===== config.mk =====
export PLATFORM = sky130hd
export DESIGN_NAME = srl_seq
export DESIGN_NICKNAME = d
export VERILOG_FILES = /design/src/rtl/srl_seq.sv
export SDC_FILE = /design/constraint.sdc
export NUM_CORES = 1
export LEC_CHECK = 0
export ABC_CLOCK_PERIOD_IN_PS = 3100
export BUFFER_PORTS_ARGS = -buffer_cell sky130_fd_sc_hd__buf_4
export CORE_MARGIN = 1.5
export CORE_UTILIZATION = 57
export DETAILED_ROUTE_END_ITERATION = 6
export PLACE_DENSITY_LB_ADDON = 0.2
export SLEW_MARGIN = 20
export SYNTH_ARGS = -nofsm -noshare
export SYNTH_HDL_FRONTEND = slang
export SYNTH_SLANG_ARGS = --single-unit

===== constraint.sdc =====
create_clock -name clk -period 3.1 [get_ports clk]
set_clock_uncertainty 0.1 [all_clocks]
set_input_delay 0.155 -clock clk [delete_from_list [all_inputs] [get_ports clk]]
set_output_delay 0.155 -clock clk [all_outputs]
set_load 0.05 [all_outputs]

===== src/rtl/srl_seq.sv =====
// srl_seq -- sequential right shifter (logical or arithmetic).
//
// One operand is shifted right by a variable amount, one bit position per
// clock. With SRL_SEQ_STEP4_EN defined, the shifter moves four positions per
// clock while at least four remain, then single steps. The result is the same
// in both builds; only the latency differs.
//
// Parameters
//   WIDTH    operand/result width (>= 2; >= 4 when SRL_SEQ_STEP4_EN is defined)
//   SHAMT_W  shift-amount width, legal amounts 0..WIDTH-1
//
// Ports
//   clk        rising-edge clock
//   reset_n    synchronous active-low reset
//   start      operation request, sampled every rising edge
//   din        operand, captured with an accepted start
//   shamt      shift amount, captured with an accepted start
//   arith      1 = sign fill, 0 = zero fill; captured with an accepted start
//   busy       high while shifting
//   done       one-cycle pulse, dout valid
//   dout       result, held from done until the next accepted start
//   dbg_state  current FSM state (0 IDLE, 1 SHIFT, 2 DONE)
//
// Handshake: start is accepted on any rising edge where the block is in
// IDLE or DONE; a start seen while busy=1 is dropped without side effects.
// done is a one-cycle pulse per completed operation (it stays high for a
// second cycle only when a zero-amount operation is chained in the DONE
// cycle). dout only changes on the edge that enters DONE.

module srl_seq #(
  parameter int WIDTH   = 16,
  parameter int SHAMT_W = $clog2(WIDTH)
) (
  input  logic               clk,
  input  logic               reset_n,
  input  logic               start,
  input  logic [WIDTH-1:0]   din,
  input  logic [SHAMT_W-1:0] shamt,
  input  logic               arith,
  output logic               busy,
  output logic               done,
  output logic [WIDTH-1:0]   dout,
  output logic [1:0]         dbg_state
);

  typedef enum logic [1:0] {
    IDLE  = 2'd0,
    SHIFT = 2'd1,
    DONE  = 2'd2
  } state_t;

  state_t             state, state_next;
  logic [WIDTH-1:0]   work, work_next;
  logic [SHAMT_W-1:0] rem, rem_next;
  logic               fill, fill_next;
  logic [WIDTH-1:0]   dout_r, dout_next;

  always_ff @(posedge clk) begin
    if (!reset_n) begin
      state  <= IDLE;
      work   <= '0;
      rem    <= '0;
      fill   <= 1'b0;
      dout_r <= '0;
    end else begin
      state  <= state_next;
      work   <= work_next;
      rem    <= rem_next;
      fill   <= fill_next;
      dout_r <= dout_next;
    end
  end

  always_comb begin
    state_next = state;
    work_next  = work;
    rem_next   = rem;
    fill_next  = fill;
    dout_next  = dout_r;

    case (state)
      IDLE, DONE: begin
        if (start) begin
          work_next  = din;
          rem_next   = shamt;
          // Sign is frozen at capture so every shifted-in bit replicates it.
          fill_next  = arith & din[WIDTH-1];
          state_next = (shamt == '0) ? DONE : SHIFT;
        end else if (state == DONE) begin
          state_next = IDLE;
        end
      end

      SHIFT: begin
`ifdef SRL_SEQ_STEP4_EN
        if (rem >= SHAMT_W'(4)) begin
          work_next = {{4{fill}}, work[WIDTH-1:4]};
          rem_next  = rem - SHAMT_W'(4);
        end else begin
          work_next = {fill, work[WIDTH-1:1]};
          rem_next  = rem - SHAMT_W'(1);
        end
`else
        work_next = {fill, work[WIDTH-1:1]};
        rem_next  = rem - SHAMT_W'(1);
`endif
        if (rem_next == '0) begin
          state_next = DONE;
        end
      end

      default: state_next = IDLE;
    endcase

    // The visible result only moves when an operation completes, so dout
    // keeps the previous answer for the whole SHIFT phase.
    if (state_next == DONE) begin
      dout_next = work_next;
    end
  end

  assign busy      = (state == SHIFT);
  assign done      = (state == DONE);
  assign dout      = dout_r;
  assign dbg_state = state;

endmodule


==> run_results.csv <==
group,metric,value,unit
synth,synthFlopType,"dfxtp_1",
sta,tns,0,ns
layout,final_layout_size_suffix_gt1_frac,0.224,
power_and_ir_drop,ir_drop,0.000324,V
sta,period_minus_slack,2.05,ns
synth,synthCells,207,
placed_design,dpl.hpwl,2610,um
power_and_ir_drop,power_switching,0.425,mW
setup_path,rrSetupSlack,1.05,ns
power_and_ir_drop,clkPwrFrac,0.213,
clock_tree,insertion_delay,0.36,ns
routing,remaining_drc_errors,0,
sta,max_slew_margin,0.726,
placed_design,gp_congestion,0.844,
synth,ys_warn_count,0,
routing,drt_iter0_drc,108,
clock_tree,cts_tree,"done",
global_route,grt_pass1_wl,5710,um
synth,synth.avg_cell_area,9.52,um^2
clock_tree,cts_sinks,39,
min_path,hold_class,"input port to register",
synth,netlist_area,1970,um^2
clock_tree,cts_root_buf,"clkbuf_4",
power_and_ir_drop,leakage,1.20,nW
routing,vias,1545,
die,io-pin-count,44,
run,cap_viol_max_count,0,
sta,rsz0062_at_grt,"no",
global_route,grt_use_total,0.208,
sta,finalCritPeriodShare,0.662,
sta,setup_viol,0,
sta,slew_viol_final,0,
setup_path,crit_slowest_cell,"dfxtp_1",
routing,finalWirelength,3840,um
setup_path,path_max_fanout,10,
routing,via_per_inst,5.15,
power_and_ir_drop,seqPwrFrac,0.481,
sta,fmax,0.487,GHz
global_route,grt_use_met2,0.335,
synth,synthArstFlopShare,0,
clock_tree,cts_buffer_depth,2,
setup_path,crit_path_start_kind,"register",
synth,ys_seq_area_frac,0.396,
die,num_rows,21,
synth,synth_cell_type_count,32,
setup_path,cp.required,3.29,ns
setup_path,endpoint_kind,"register",
synth,yosys-top-cells-count,"mux2i_1 (64), dfxtp_1 (39), nand2_1 (34), inv_1 (19), nor2_1 (9)",
global_route,grt_overflow_total,0,
clock_tree,path_clk_slew,0.11,ns
power_and_ir_drop,p_sw_frac,0.349,
die,die-height,61.8,um
setup_path,cp.arrival,2.24,ns
layout,diodes,0,
global_route,grt_antenna_before_repair,0,
routing,postRouteAntennaNets,0,
layout,areaGrowthSynthToFinish,21.3,%
die,start_util,0.591,
routing,drtPass1Iterations,5,
power_and_ir_drop,internal-power,0.793,mW
sta,worst_pin_slew,0.411,ns
setup_path,path_delay_family,"flip-flops",
global_route,busiest_layer,"met2",
setup_path,crit_buf_inv,1,
synth,synth_fp_nets,233,
global_route,grt_pass1_vias,1290,
global_route,grt_start_max_net_pins,35,
placed_design,io_buffers,43,
die,fp.dieW,61.8,um
synth,netlist_top_cells_area,"dfxtp_1 (40%), mux2i_1 (33%), nand2_1 (6.5%)",
setup_path,crit_chain,"and2b_1, a21oi_2, a31o_1, buf_4, mux2i_1",
routing,avgRoutedWirePerCell,12.8,um
synth,ys_ff_latch,39,
setup_path,critPathKind,"register to register",
power_and_ir_drop,pwr-share-comb,0.306,
global_route,met1_usage,0.258,
clock_tree,cts_buffers,5,
synth,post-synth-top-area-cell,"dfxtp_1",
setup_path,max_stage_delay,0.53,ns
sta,hold_viol,0,
power_and_ir_drop,powerDensity,510,nW/um^2
synth,synth_most_common_cell,"mux2i_1",
synth,yosysTopAreaCellShare,0.396,
global_route,grt_util_met3,0.0725,
die,dieArea,3820,um^2
clock_tree,htree_num_levels,2,
die,coreArea,3340,um^2
synth,synth_edf_count,0,
layout,fin_util,0.716,
sta,hold_ws,0.0231,ns
run_status,outcome,"complete, no violations",
layout,fin_nets,279,
==> power groups by stage <==
stage	Combinational [mW]	Clock, mW	Sequential, mW
3_5_place_dp	0.368	0	0.597
5_1_grt	0.403	0.286	0.593
3_3_place_gp	0.365	0	0.595
4_1_cts	0.374	0.265	0.585
6_report	0.373	0.260	0.585
2_1_floorplan	0.234	0	0.649
==> sequential cells by signal (all words and copies together), names as in the netlist <==
name and cells:
dout 16, work 16, rem 4, dbg_state 2, fill 1
==> layout make-up <==
| type | count | area [um^2] |
|---|---|---|
| Clock buffer | 6 | 41.3 |
| Sequential cell | 39 | 781 |
| Inverter | 20 | 75.1 |
| Clock inverter | 2 | 12.5 |
| Timing Repair Buffer | 52 | 405 |
| Fill cell | 276 | 947 |
| Multi-Input combinational cell | 135 | 1020 |
| Tap cell | 46 | 57.6 |
==> metrics by stage <==
stage	instances	cell area, um^2	power, mW	setup WS, ns
2_1_floorplan	207	1970	0.883	0.993
3_3_place_gp	286	2280	0.960	1.11
3_5_place_dp	286	2280	0.965	1.07
4_1_cts	300	2390	1.22	1.04
5_1_grt	300	2390	1.28	0.905
6_report	300	2390	1.22	1.05
==> worst min-delay path: stages <==
cell     delay (ns)
buf_4          0.09
a22oi_1        0.07
a21oi_1        0.13
==> kinds of logic (layout without fill, tap and decap cells) <==
family,after synthesis,after routing,share of synthesized area
AO/OA/AOI/OAI,13,13,0.0464
XOR/XNOR,1,1,0.00445
adder cells (fa/ha/maj),2,2,0.0127
buffers and inverters,33,80,0.0876
flip-flops,39,39,0.396
multiplexers,64,64,0.325
AND/OR/NAND/NOR,55,55,0.128
==> placed cells by master (no fill, tap or decap), types with 2 or more instances in the layout <==
| master | instances |
|---|---|
| inv_1 | 19 |
| nand3_1 | 2 |
| a21oi_1 | 3 |
| clkbuf_4 | 5 |
| o21ai_0 | 2 |
| a22oi_1 | 2 |
| mux2i_1 | 64 |
| buf_4 | 46 |
| nor2_1 | 9 |
| dlygate4sd3_1 | 6 |
| dfxtp_1 | 39 |
| a221oi_1 | 2 |
| nand2_1 | 34 |
| ha_1 | 2 |
==> worst paths after layout <==
kind / from / endpoint / cells after the start
max reg2reg: dbg_state[0] / dout[1] / 5
max: dbg_state[0] / dout[1] / 5
min: shamt[3] / rem[3] / 3
min reg2reg: dout[14] / dout[14] / 2
==> routing by layer <==
| metal | routed length [um] | part of all wire |
|---|---|---|
| met4 | 53 | 0.014 |
| met5 | 0 | 0 |
| met2 | 1820 | 0.47 |
| met3 | 223 | 0.058 |
| met1 | 1740 | 0.45 |
==> what timing repair did <==
item / in CTS / in global routing
buffers inserted: 0 / 0
gates resized for setup: 0 / 0
hold endpoints to repair: 4 / 0
hold buffers: 6 / 0
No activity file was read; power rests on OpenSTA's default activity.
